$ cat src/rtl/m0_pkg.sv
// Shared types and constants for the Cortex-M0 fetch/align stage.
// Thumb-2 length prefixes, multi-cycle opcode masks and the align FSM states.
package m0_pkg;

    localparam logic [4:0] THUMB32_PREFIX_A = 5'b11101;
    localparam logic [4:0] THUMB32_PREFIX_B = 5'b11110;
    localparam logic [4:0] THUMB32_PREFIX_C = 5'b11111;

    localparam logic [15:0] LDMSTM_MASK   = 16'hF000;
    localparam logic [15:0] LDMSTM_MATCH  = 16'hC000;
    localparam logic [15:0] PUSHPOP_MASK  = 16'hF600;
    localparam logic [15:0] PUSHPOP_MATCH = 16'hB400;

    localparam logic [31:0] PC_READ_OFFSET = 32'd4;

    typedef enum logic {
        RUN   = 1'b0,
        MULTI = 1'b1
    } fa_state_e;

    function automatic logic is_thumb32(input logic [15:0] hw);
        return (hw[15:11] == THUMB32_PREFIX_A) ||
               (hw[15:11] == THUMB32_PREFIX_B) ||
               (hw[15:11] == THUMB32_PREFIX_C);
    endfunction

    function automatic logic is_multiple(input logic [15:0] hw);
        return ((hw & LDMSTM_MASK) == LDMSTM_MATCH) ||
               ((hw & PUSHPOP_MASK) == PUSHPOP_MATCH);
    endfunction

endpackage

$ cat src/rtl/hw_queue.sv
// Circular halfword FIFO: pushes and pops of 0, 1 or 2 entries per cycle.
// Callers guarantee no overflow/underflow; flush empties it in one cycle.
module hw_queue #(
    parameter int DEPTH = 4
) (
    input  logic                       clk,
    input  logic                       rst,
    input  logic                       flush_i,
    input  logic [1:0]                 push_cnt_i,
    input  logic [15:0]                push_lo_i,
    input  logic [15:0]                push_hi_i,
    input  logic [1:0]                 pop_cnt_i,
    output logic [15:0]                head0_o,
    output logic [15:0]                head1_o,
    output logic [$clog2(DEPTH+1)-1:0] count_o
);

    localparam int AW = $clog2(DEPTH);
    localparam int CW = $clog2(DEPTH + 1);

    logic [15:0]   mem_q [DEPTH];
    logic [AW-1:0] rd_q, rd_d, wr_q, wr_d;
    logic [AW-1:0] rd_nxt, wr_nxt;
    logic [CW-1:0] cnt_q, cnt_d;

    function automatic logic [AW-1:0] adv(input logic [AW-1:0] p,
                                          input logic [1:0]    n);
        int s;
        s = int'(p) + int'(n);
        if (s >= DEPTH) s = s - DEPTH;
        return AW'(s);
    endfunction

    assign rd_nxt  = adv(rd_q, 2'd1);
    assign wr_nxt  = adv(wr_q, 2'd1);
    assign head0_o = mem_q[rd_q];
    assign head1_o = mem_q[rd_nxt];
    assign count_o = cnt_q;

    always_comb begin
        rd_d  = adv(rd_q, pop_cnt_i);
        wr_d  = adv(wr_q, push_cnt_i);
        cnt_d = cnt_q + CW'(push_cnt_i) - CW'(pop_cnt_i);
        if (flush_i) begin
            rd_d  = '0;
            wr_d  = '0;
            cnt_d = '0;
        end
    end

    always_ff @(posedge clk) begin
        if (rst) begin
            rd_q  <= '0;
            wr_q  <= '0;
            cnt_q <= '0;
        end else begin
            rd_q  <= rd_d;
            wr_q  <= wr_d;
            cnt_q <= cnt_d;
        end
    end

    always_ff @(posedge clk) begin
        if (!flush_i) begin
            if (push_cnt_i != 2'd0) mem_q[wr_q]   <= push_lo_i;
            if (push_cnt_i == 2'd2) mem_q[wr_nxt] <= push_hi_i;
        end
    end

endmodule

$ cat src/rtl/if_fetch_align.sv
// Fetch/align stage: word fetches into a halfword queue, Thumb 16/32 issue,
// branch flush with stale-ack drop, and the LDM/STM/PUSH/POP hold protocol.
module if_fetch_align
    import m0_pkg::*;
#(
    parameter logic [31:0] RESET_PC  = 32'h0000_0000,
    parameter int          QDEPTH_HW = 4
) (
    input  logic        clk,
    input  logic        rst,
    output logic        imem_req_out,
    output logic [31:0] imem_addr_out,
    input  logic        imem_ack_in,
    input  logic [31:0] imem_rdata_in,
    input  logic        stall_in,
    input  logic        branch_valid_in,
    input  logic [31:0] branch_target_in,
    input  logic        multiple_done_in,
    output logic        valid_out,
    output logic [15:0] instruction16_out,
    output logic [31:0] instruction32_out,
    output logic        is32_out,
    output logic [31:0] pc_real_out,
    output logic        multiple_pulse_out,
    output logic        multiple_stable_out
);

    localparam int CW = $clog2(QDEPTH_HW + 1);

    fa_state_e state_q, state_d;

    logic        req_q, req_d;
    logic [31:0] addr_q, addr_d;
    logic [31:0] fetch_pc_q, fetch_pc_d;
    logic [31:0] head_pc_q, head_pc_d;
    logic        skip_q, skip_d;
    logic        drop_q, drop_d;

    logic        valid_q, valid_d;
    logic [15:0] i16_q, i16_d;
    logic [31:0] i32_q, i32_d;
    logic        is32_q, is32_d;
    logic [31:0] pc_real_q, pc_real_d;
    logic        mpulse_q, mpulse_d;
    logic        mstable_q, mstable_d;

    logic [15:0]   q_head0, q_head1;
    logic [CW-1:0] q_count;
    logic [1:0]    push_cnt, pop_cnt;
    logic [15:0]   push_lo;

    logic flush, accept, room;
    logic hw0_is32, hw0_multi, have_instr, issue;
    logic unused_tgt;

    assign unused_tgt = branch_target_in[0];

    hw_queue #(
        .DEPTH (QDEPTH_HW)
    ) u_queue (
        .clk        (clk),
        .rst        (rst),
        .flush_i    (flush),
        .push_cnt_i (push_cnt),
        .push_lo_i  (push_lo),
        .push_hi_i  (imem_rdata_in[31:16]),
        .pop_cnt_i  (pop_cnt),
        .head0_o    (q_head0),
        .head1_o    (q_head1),
        .count_o    (q_count)
    );

    assign flush      = branch_valid_in;
    assign accept     = req_q && imem_ack_in && !drop_q && !flush;
    assign room       = int'(q_count) <= QDEPTH_HW - 2;
    assign hw0_is32   = is_thumb32(q_head0);
    assign hw0_multi  = !hw0_is32 && is_multiple(q_head0);
    assign have_instr = hw0_is32 ? (q_count >= CW'(2))
                                 : (q_count >= CW'(1));
    assign issue      = (state_q == RUN) && !stall_in && !flush
                        && have_instr;

    assign pop_cnt  = !issue ? 2'd0 : (hw0_is32 ? 2'd2 : 2'd1);
    assign push_cnt = !accept ? 2'd0 : (skip_q ? 2'd1 : 2'd2);
    assign push_lo  = skip_q ? imem_rdata_in[31:16] : imem_rdata_in[15:0];

    // A redirect never cancels a bus transfer; its data is dropped instead.
    always_comb begin
        req_d      = req_q ? !imem_ack_in : (room && !flush);
        addr_d     = req_q ? addr_q : fetch_pc_q;
        drop_d     = req_q && !imem_ack_in && (drop_q || flush);
        fetch_pc_d = fetch_pc_q;
        skip_d     = skip_q;
        head_pc_d  = head_pc_q;
        if (flush) begin
            fetch_pc_d = {branch_target_in[31:2], 2'b00};
            skip_d     = branch_target_in[1];
            head_pc_d  = {branch_target_in[31:1], 1'b0};
        end else begin
            if (accept) begin
                fetch_pc_d = fetch_pc_q + 32'd4;
                skip_d     = 1'b0;
            end
            if (issue)
                head_pc_d = head_pc_q + (hw0_is32 ? 32'd4 : 32'd2);
        end
    end

    always_ff @(posedge clk) begin
        if (rst) state_q <= RUN;
        else     state_q <= state_d;
    end

    always_comb begin
        state_d = state_q;
        if (flush)
            state_d = RUN;
        else if (issue && hw0_multi)
            state_d = MULTI;
        else if (state_q == MULTI && !stall_in && multiple_done_in)
            state_d = RUN;
    end

    always_comb begin
        valid_d   = valid_q;
        i16_d     = i16_q;
        i32_d     = i32_q;
        is32_d    = is32_q;
        pc_real_d = pc_real_q;
        mpulse_d  = mpulse_q;
        mstable_d = mstable_q;
        if (flush) begin
            valid_d   = 1'b0;
            mpulse_d  = 1'b0;
            mstable_d = 1'b0;
        end else if (!stall_in) begin
            if (issue) begin
                valid_d   = 1'b1;
                i16_d     = q_head0;
                i32_d     = {q_head0, hw0_is32 ? q_head1 : 16'h0000};
                is32_d    = hw0_is32;
                pc_real_d = head_pc_q + PC_READ_OFFSET;
                mpulse_d  = hw0_multi;
                mstable_d = hw0_multi;
            end else begin
                valid_d  = 1'b0;
                mpulse_d = 1'b0;
                if (state_q != MULTI || multiple_done_in)
                    mstable_d = 1'b0;
            end
        end
    end

    always_ff @(posedge clk) begin
        if (rst) begin
            req_q      <= 1'b0;
            addr_q     <= '0;
            fetch_pc_q <= {RESET_PC[31:2], 2'b00};
            head_pc_q  <= {RESET_PC[31:1], 1'b0};
            skip_q     <= RESET_PC[1];
            drop_q     <= 1'b0;
            valid_q    <= 1'b0;
            i16_q      <= '0;
            i32_q      <= '0;
            is32_q     <= 1'b0;
            pc_real_q  <= '0;
            mpulse_q   <= 1'b0;
            mstable_q  <= 1'b0;
        end else begin
            req_q      <= req_d;
            addr_q     <= addr_d;
            fetch_pc_q <= fetch_pc_d;
            head_pc_q  <= head_pc_d;
            skip_q     <= skip_d;
            drop_q     <= drop_d;
            valid_q    <= valid_d;
            i16_q      <= i16_d;
            i32_q      <= i32_d;
            is32_q     <= is32_d;
            pc_real_q  <= pc_real_d;
            mpulse_q   <= mpulse_d;
            mstable_q  <= mstable_d;
        end
    end

    assign imem_req_out        = req_q;
    assign imem_addr_out       = addr_q;
    assign valid_out           = valid_q;
    assign instruction16_out   = i16_q;
    assign instruction32_out   = i32_q;
    assign is32_out            = is32_q;
    assign pc_real_out         = pc_real_q;
    assign multiple_pulse_out  = mpulse_q;
    assign multiple_stable_out = mstable_q;

endmodule

$ cat config.mk
export PLATFORM = sky130hd
export DESIGN_NAME = if_fetch_align
export DESIGN_NICKNAME = d
export VERILOG_FILES = /design/src/rtl/m0_pkg.sv /design/src/rtl/hw_queue.sv /design/src/rtl/if_fetch_align.sv
export SDC_FILE = /design/constraint.sdc
export NUM_CORES = 1
export LEC_CHECK = 0
export ABC_AREA = 0
export CORE_UTILIZATION = 45
export DETAILED_ROUTE_END_ITERATION = 8
export HOLD_SLACK_MARGIN = 0.03
export PLACE_DENSITY = 0.69
export SKIP_CTS_REPAIR_TIMING = 1
export SLEW_MARGIN = 40
export SYNTH_ARGS = -nofsm -noshare
export SYNTH_HDL_FRONTEND = slang
export SYNTH_HIERARCHICAL = 1
export SYNTH_SLANG_ARGS = --single-unit
$ cat constraint.sdc
create_clock -name clk -period 5.7 [get_ports clk]
set_input_delay 0.57 -clock clk [delete_from_list [all_inputs] [get_ports clk]]
set_output_delay 0.57 -clock clk [all_outputs]
set_load 0.01 [all_outputs]
* After elaboration in Yosys (flattened, before gate mapping)
Memories as Yosys holds them, arrays and structs flattened. A register that Yosys moved wholly into a read port is not among the register bits.
Cells that the tools add are included.
** Storage, ports and cells
- Memory bits (writable) :: 64
- Memories :: 1
- Flip-flop bits (word level) :: 191
- ROM bits :: 0
- Input port bits :: 70
- Output and inout port bits :: 117
- Bits in latches :: 0
** Memories
- u_queue.mem_q :: words 4, bits a word 16, read ports 2, clocked after Yosys merged registers in 1, wr ports 2, line hw_queue.sv:21 : logic [15:0] mem_q [DEPTH];
** Cells by class
- Reduce and logical (&&, ||, !) cells :: 31
- $add $sub $neg :: 13
- Bitwise gates (word level) :: 3
- Order comparisons :: 7
- Equality and inequality tests :: 6
- Divide/modulo/power cells :: 0
- Muxes and demuxes :: 32
- Multipliers :: 0
- Shift-type cells :: 0
** Operators with widths (count)
- $mux 32 :: 4
- $add 32x3->32 const B :: 2
- $add 32x3->32 :: 1
- $mux 16 :: 2
- $mux 2 :: 9
- $mux 1 :: 16
- $eq 5x5->1 const B :: 3
- $logic_and 1x1->1 :: 13
- $ge 3x3->1 const B :: 4
- $reduce_bool 2->1 :: 5
- $sub 2x1->2 const B :: 4
- $add 2x1->3 const B :: 2
- $add 2x2->3 :: 2
- $eq 6x6->1 const B :: 1
- $logic_not 1->1 :: 5
- $logic_or 1x1->1 :: 5
- $eq 4x4->1 const B :: 1
- $add 3x2->3 :: 1
- $ge 3x1->1 const B :: 1
- $ge 3x2->1 const B :: 1
- $le 3x2->1 const B :: 1
- $mux 3 :: 1
- $not 1->1 :: 3
- $reduce_and 3->1 :: 1
- other kinds (4) :: 4

* Logic depth before layout (Yosys ltp)
Gate-level depths: netlist of the first run.
- Depth after elaboration :: 10
- Gate-level depth with buffers :: 16

* Cells and area by module
Netlist of the first run, hierarchy kept.
** Modules (own cells, without submodules)
- if_fetch_align :: cells each 990, instances 1, sequential area each 3243.1 µm², area an instance 8202.9 µm²
- hw_queue :: cells each 223, instances 1, sequential area each 2062.0 µm², area an instance 3921.3 µm²

* Worst setup path before layout of the first run
OpenSTA, ideal clock, no wires.
- Path kind :: reg-to-reg
- From :: reg u_queue/rd_q[1] (netlist name)
- To :: reg u_queue.cnt_q[2] (netlist: u_queue/count_o[2])
- Arrival :: 4079 ps
- Stages on the path, launching flop included :: 17
- Library setup time :: 116 ps
- Data required time :: 5584 ps
- Path buffers :: 4
- Slack :: 1505 ps
- Cells stage by stage :: dfxtp_1 -> buf_2 -> buf_2 -> mux4_2 -> o2111ai_2 -> o211a_1 -> clkbuf_1 -> clkbuf_1 -> nand2_1 -> inv_1 -> inv_1 -> fa_1 -> inv_1 -> fa_1 -> xor2_1 -> xnor2_1 -> nor3_1
** RTL lines
- end signal, assigned :: line hw_queue.sv:59 : cnt_q <= cnt_d;
- end, declared :: line hw_queue.sv:24 : logic [CW-1:0] cnt_q, cnt_d;

==> results of run 1 <==
[sequential cells by signal (all words and copies together) (netlist names), 3 cells and up]
register           cells
instruction32_out     16
instruction16_out     16
fetch_pc_q            30
head_pc_q             31
imem_addr_out         30
u_queue/count_o        3
pc_real_out           31
u_queue/mem_q         64
[where the power goes]
part | internal [mW] | switching, mW | leakage, nW
Sequential | 1.76 | 0.0729 | 1.96
Combinational | 0.196 | 0.185 | 2.48
Clock | 1.03 | 0.670 | 0.437
[tightest hold or removal path, delay by kind of cell (launching register included)]
family,cells,cell delay [ns]
DFF,1,0.30
AOI/OAI and AO/OA,1,0.05
and+or+nand+nor,1,0.05
[metrics by stage]
stage / util [%] / hold slack, ns / instances / setup slack (ns)
floorplan: - / 0.449 / 1215 / 1.51
global placement: 52.9 / 0.440 / 1625 / 1.47
detailed placement: 53.2 / 0.445 / 1629 / 1.44
CTS: 56.5 / 0.451 / 1676 / 1.41
global route: 56.6 / 0.477 / 1676 / 1.13
finish: 56.6 / 0.450 / 1676 / 1.40
[logic make-up after synthesis]
kind of cell	share of synthesized area [%]
other cells	0.0309
simple gates	17.8
xor+xnor	2.31
flops	43.8
mux	16.0
compound gates	13.1
fa+ha+maj	1.32
buf+inv	5.71
[worst min path at each step]
stage	startpoint	to	slack, ns	cells after the start
6_report	instruction32_out[2]	instruction32_out[2]	0.45	2
5_1_grt	instruction32_out[8]	instruction32_out[8]	0.48	2
4_1_cts	instruction32_out[8]	instruction32_out[8]	0.45	2
3_5_place_dp	instruction32_out[13]	instruction32_out[13]	0.45	2
3_3_place_gp	instruction32_out[0]	instruction32_out[0]	0.44	2
2_1_floorplan	head_pc_q[1]	pc_real_out[1]	0.45	2
[cell type report]
type	count	area, um^2	share of cell area, %
inverter	29	109	0.732
multi-input combinational	834	6190	41.6
timing repair buffer	198	1960	13.2
clock buffer	42	823	5.54
clock inverter	5	53.8	0.362
tap	335	419	2.82
sequential	233	5310	35.7
[cell usage after synthesis (18+ instances only)]
| cell type | n |
|---|---|
| nand3_1 | 44 |
| a211oi_1 | 22 |
| nand2_1 | 93 |
| inv_1 | 28 |
| buf_2 | 18 |
| a21oi_1 | 64 |
| nand4_1 | 30 |
| nor2_1 | 93 |
| mux2_2 | 80 |
| clkbuf_1 | 62 |
| edfxtp_1 | 64 |
| nor3_1 | 25 |
| dfxtp_1 | 169 |
| a311oi_1 | 24 |
| o21ai_0 | 24 |
| xnor2_1 | 21 |
| nor4_1 | 23 |
| mux4_2 | 32 |
| buf_4 | 24 |
| mux2i_1 | 32 |
[metal layers]
metal / up-vias / GRT usage (%) / wire, um
met3: 73 / 2.98 / 1630
met1: 4709 / 28.3 / 13300
met5: - / 0 / 0
met4: 0 / 8.94 / 1100
met2: 301 / 41.3 / 16300
li1: 4744 / - / -
==> out/qor.yml, run 1 <==
dieHeight_um: 166
reg2reg_depth: 9
drc: 8
grt_usage_pct: 23.1
synth.avg_cell_area_um2: 10.0
fin_area_um2: 14900
async_reset_ff_share_pct: 0
cp.depth: 9
hpwl_um: 22600
max_cap_viol_count: 0
yosysTopAreaCell: "dfxtp_1"
synth-edff-count: 64
path_max_fanout: 20
core_area_um2: 26300
cts_tree: "yes"
vias: 9827
die_w_um: 166
crit_chain: "mux4_2 -> o2111ai_2 -> ha_1 -> inv_1 -> fa_1 -> nand3b_1 -> or4_1 -> a2111o_1 -> a21oi_1"
setup-violations-final: 0
crit_path_max_incr_delay_ns: 0.76
cts_root_buffer: "clkbuf_16"
run_status: "finished with violations"
clk_pin_slew_ns: 0.06
clk_latency_ns: 0.53
skew_ns: 0.0212
crit_family: "compound AO/OA/AOI/OAI gates"
relSlewSlack_pct: 43.7
worstSetupStartpoint: "u_queue/rd_q[1]"
ir_drop_mv: 0.161
final_common_cell: "clkdlybuf4s50_1"
post-route-period-util_pct: 75.4
fillers: 2297
syn_inst: 1213
setup_tns_ns: 0
path_buf_inv: 1
seq_area_frac_synth_pct: 43.8
row_count: 59
ff2ff_setup_slack_ns: 1.40
gp_congestion: 0.842
crit_type: "reg -> reg"
worst_setup_path_end_kind: "register"
start_util_pct: 46.1
via_per_inst: 5.86
synth_top_area_share_pct: 27.9
p_per_area_nw_per_um2: 263
die-area_um2: 27600
p_leak_nw: 4.87
final_cell_mix: "clkdlybuf4s50_1, dfxtp_1, nor2_1, nand2_1, mux2_2"
cts_buffer_depth: 3
hold_violations: 0
syn_area_um2: 12100
rsz0062_at_grt: "no"
p_total_mw: 3.91
first_pass_iters: 7
synthTopCellsByArea: "dfxtp_1, edfxtp_1, mux2_2"
grt-ovfl-total: 0
grt_pass1_vias: 9448
antenna_found_initial: 0
antenna_left: 0
tightest_slew_ns: 0.843
start_kind: "register"
wl_per_cell_um: 19.3
fmax_ghz: 0.233
dpl_cell_area_um2: 14000
clock-sinks: 233
nets: 1403
violations: "DRC"
ys.flop_type: "dfxtp_1"
grt_start_max_net_pins: 92
crit_end: "head_pc_q[27]"
port_buffers: 182
slew_violations: 0
drt_iter0_markers: 747
rr_endpoint: "head_pc_q[27]"
cts_made_buffers: 26
min_period_ns: 4.30
ys_seq_elements: 233
antennaDiodeCount: 0
rr_startpoint: "u_queue/rd_q[1]"
drive_gt1_share_pct: 14.5
routed_wirelength_um: 32400
min_path_type: "reg -> reg"
cp.arrival_ns: 4.75
areaGrowthSynthToFinish_pct: 22.6
ys_types: 72
crit_required_ns: 6.15
grt_pass1_wl_um: 51500
cp_slowest_cell: "dfxtp_2"
htreeDepth: 1
num_io_pins: 187
ys_warn_count: 6
Power figures use the tool's default switching activity.
==> run 2: changes to the inputs <==
- PLACE_DENSITY: 0.69 -> 0.71
- clock period: 5.7 -> 3.9 ns (I/O delays scaled with it)
==> run 2 against run 1 <==
  * The flow still finishes with violations (DRC)
  * Register-to-register slack worse by 1.1 ns
  * Maximum frequency up 19%
  * Via count up 1.7%
  * Cell count up 0.60%
  * Sequential power up 46%
  * Setup slack worse by 1.1 ns
  * Clock skew down 0.0048 ns
  * Worst hold slack worse by 0.085 ns
  * Power up 46%
  * Combinational power up 48%
  * Clock power up 45%
  * Die area unchanged
==> out/qor.yml, run 2 (synthesized netlist as in run 1, its figures left out) <==
run_status: "finished with violations"  # unchanged
violations: "DRC"  # unchanged
holdPathStages: 3  # was 2
wl_per_cell_um: 19.4  # was 19.3 um
max_cap_viol_count: 0  # unchanged
die-area_um2: 27600  # unchanged
cts_made_buffers: 26  # unchanged
top_register: "u_queue/mem_q"  # unchanged
holdWs_ns: 0.365  # was 0.450 ns
grtUsageMet3_pct: 2.41  # was 2.98%
cts_tree: "yes"  # unchanged
reg2reg_depth: 9  # unchanged
nets: 1412  # was 1403
tightest_slew_ns: 0.735  # was 0.843 ns
crit_required_ns: 4.36  # was 6.15 ns
met1_usage_pct: 29.1  # was 28.3%
path_buf_inv: 1  # unchanged
via_per_inst: 5.93  # was 5.86
fillers: 2247  # was 2297
global_route.usage.met2_pct: 42.0  # was 41.3%
cp_slowest_cell: "or4_1"  # was dfxtp_2
skew_ns: 0.0164  # was 0.0212 ns
rr_endpoint: "head_pc_q[27]"  # unchanged
final_cells: 1686  # was 1676
rsz0062_at_grt: "no"  # unchanged
worstSetupStartpoint: "u_queue/rd_q[1]"  # unchanged
fin_area_um2: 14900  # about the same
cp.depth: 9  # unchanged
grt_pass1_vias: 9655  # was 9448
antenna_found_initial: 0  # unchanged
drive_gt1_share_pct: 14.8  # was 14.5%
largest_register_ffs: 64  # unchanged
row_count: 59  # unchanged
worst_setup_path_end_kind: "register"  # unchanged
min_period_ns: 3.62  # was 4.30 ns
dieHeight_um: 166  # unchanged
core_area_um2: 26300  # unchanged
start_util_pct: 46.1  # unchanged
crit_family: "simple AND/OR/NAND/NOR gates"  # was compound AO/OA/AOI/OAI gates
num_io_pins: 187  # unchanged
hpwl_um: 22600  # about the same
clk_pin_slew_ns: 0.06  # about the same
gp_congestion: 0.848  # was 0.842
port_buffers: 182  # unchanged
dpl.cell_count: 1638  # was 1629
antenna_left: 0  # unchanged
cts_root_buffer: "clkbuf_16"  # unchanged
p_leak_nw: 4.89  # was 4.87 nW
busiest_layer: "met2"  # unchanged
relSlewSlack_pct: 51.0  # was 43.7%
drt_iter0_markers: 792  # was 747
antennaDiodeCount: 0  # unchanged
grt_usage_pct: 23.4  # was 23.1%
clock-sinks: 233  # unchanged
dpl_cell_area_um2: 14000  # about the same
final_cell_mix: "clkdlybuf4s50_1, dfxtp_1, nor2_1, nand2_1, mux2_2"  # unchanged
final_util_pct: 56.7  # was 56.6%
areaGrowthSynthToFinish_pct: 22.9  # was 22.6%
crit_type: "reg -> reg"  # unchanged
setup-violations-final: 0  # unchanged
crit_path_max_incr_delay_ns: 0.68  # was 0.76 ns
first_pass_iters: 7  # unchanged
grt-ovfl-total: 0  # unchanged
htreeDepth: 1  # unchanged
path_max_fanout: 10  # was 20
p_per_area_nw_per_um2: 383  # was 263 nW/um^2
ir_drop_mv: 0.253  # was 0.161 mV
grt_start_max_net_pins: 95  # was 92
routed_wirelength_um: 32700  # was 32400 um
slew_violations: 0  # unchanged
fmax_ghz: 0.276  # was 0.233 GHz
drc: 7  # was 8
rr_startpoint: "u_queue/rd_q[1]"  # unchanged
setup_tns_ns: 0  # unchanged
grt_pass1_wl_um: 52300  # was 51500 um
die_w_um: 166  # unchanged
hold_violations: 0  # unchanged
post-route-period-util_pct: 92.9  # was 75.4%
cp.arrival_ns: 4.08  # was 4.75 ns
min_path_type: "in -> reg"  # was reg -> reg
ff2ff_setup_slack_ns: 0.28  # was 1.40 ns
clk_latency_ns: 0.53  # about the same
final_common_cell: "clkdlybuf4s50_1"  # unchanged
crit_end: "head_pc_q[27]"  # unchanged
cts_buffer_depth: 3  # unchanged
vias: 9997  # was 9827
crit_chain: "mux4_2 -> o2111ai_4 -> ha_1 -> inv_1 -> fa_1 -> nand3b_1 -> or4_1 -> a2111o_1 -> a21oi_1"  # was mux4_2 -> o2111ai_2 -> ha_1 -> inv_1 -> fa_1 -> nand3b_1 -> or4_1 -> a2111o_1 -> a21oi_1
start_kind: "register"  # unchanged
-- run 2: cell count changes in the layout (fill, tap and decap cells not counted), moves of 2 or more --
| cell | before | now |
|---|---|---|
| buf_2 | 1 | 3 |
| clkbuf_1 | 5 | 7 |
| o2111ai_2 | 2 | 0 |
| buf_6 | 4 | 1 |
| buf_4 | 12 | 22 |
| clkinvlp_4 | 0 | 2 |
| clkinv_2 | 3 | 5 |
| clkbuf_16 | 27 | 29 |
| clkbuf_8 | 9 | 3 |
-- run 2: where the power goes --
group          leakage (nW)  switching, mW  internal [mW]
Clock                 0.426          0.998           1.47
Sequential             1.96          0.102           2.57
Combinational          2.51          0.276          0.288
Total                  4.89           1.38           4.33
-- run 2: through the flow --
step	setup slack, ns	power [mW]
finish	0.277	5.71
global route	0.101	5.90
CTS	0.280	5.75
detailed placement	0.305	3.28
global placement	0.355	3.27
floorplan	0.0601	3.04
-- run 2: area by class of cell --
type | instances | area (um^2) | area share, %
clock buffer | 39 | 793 | 5.33
sequential | 233 | 5310 | 35.6
clock inverter | 9 | 78.8 | 0.529
multi-input combinational | 834 | 6180 | 41.5
tap | 335 | 419 | 2.81
timing repair buffer | 207 | 2010 | 13.5
inverter | 29 | 109 | 0.731
-- run 2: worst reg2reg max path, cell delays in order, from the launching register on --
cell       delay (ns)
dfxtp_2          0.51
mux4_2           0.64
o2111ai_4        0.22
ha_1             0.22
inv_1            0.06
fa_1             0.40
nand3b_1         0.24
or4_1            0.68
a2111o_1         0.43
a21oi_1          0.14
-- run 2: how the worst min path moves through the flow --
stage	start	endpoint	slack [ns]
after floorplan	head_pc_q[1]	pc_real_out[1]	0.45
after global placement	instruction32_out[9]	instruction32_out[9]	0.44
after detailed placement	instruction32_out[3]	instruction32_out[3]	0.45
after CTS	branch_valid_in	drop_q	0.35
after global routing	branch_valid_in	drop_q	0.38
final	branch_valid_in	drop_q	0.36
-- run 2: metal layers --
metal | vias to the layer above | part of all wire [%]
met5 | - | 0
met1 | 4827 | 41
met2 | 336 | 50
li1 | 4763 | -
met4 | 0 | 3.1
met3 | 71 | 5.6
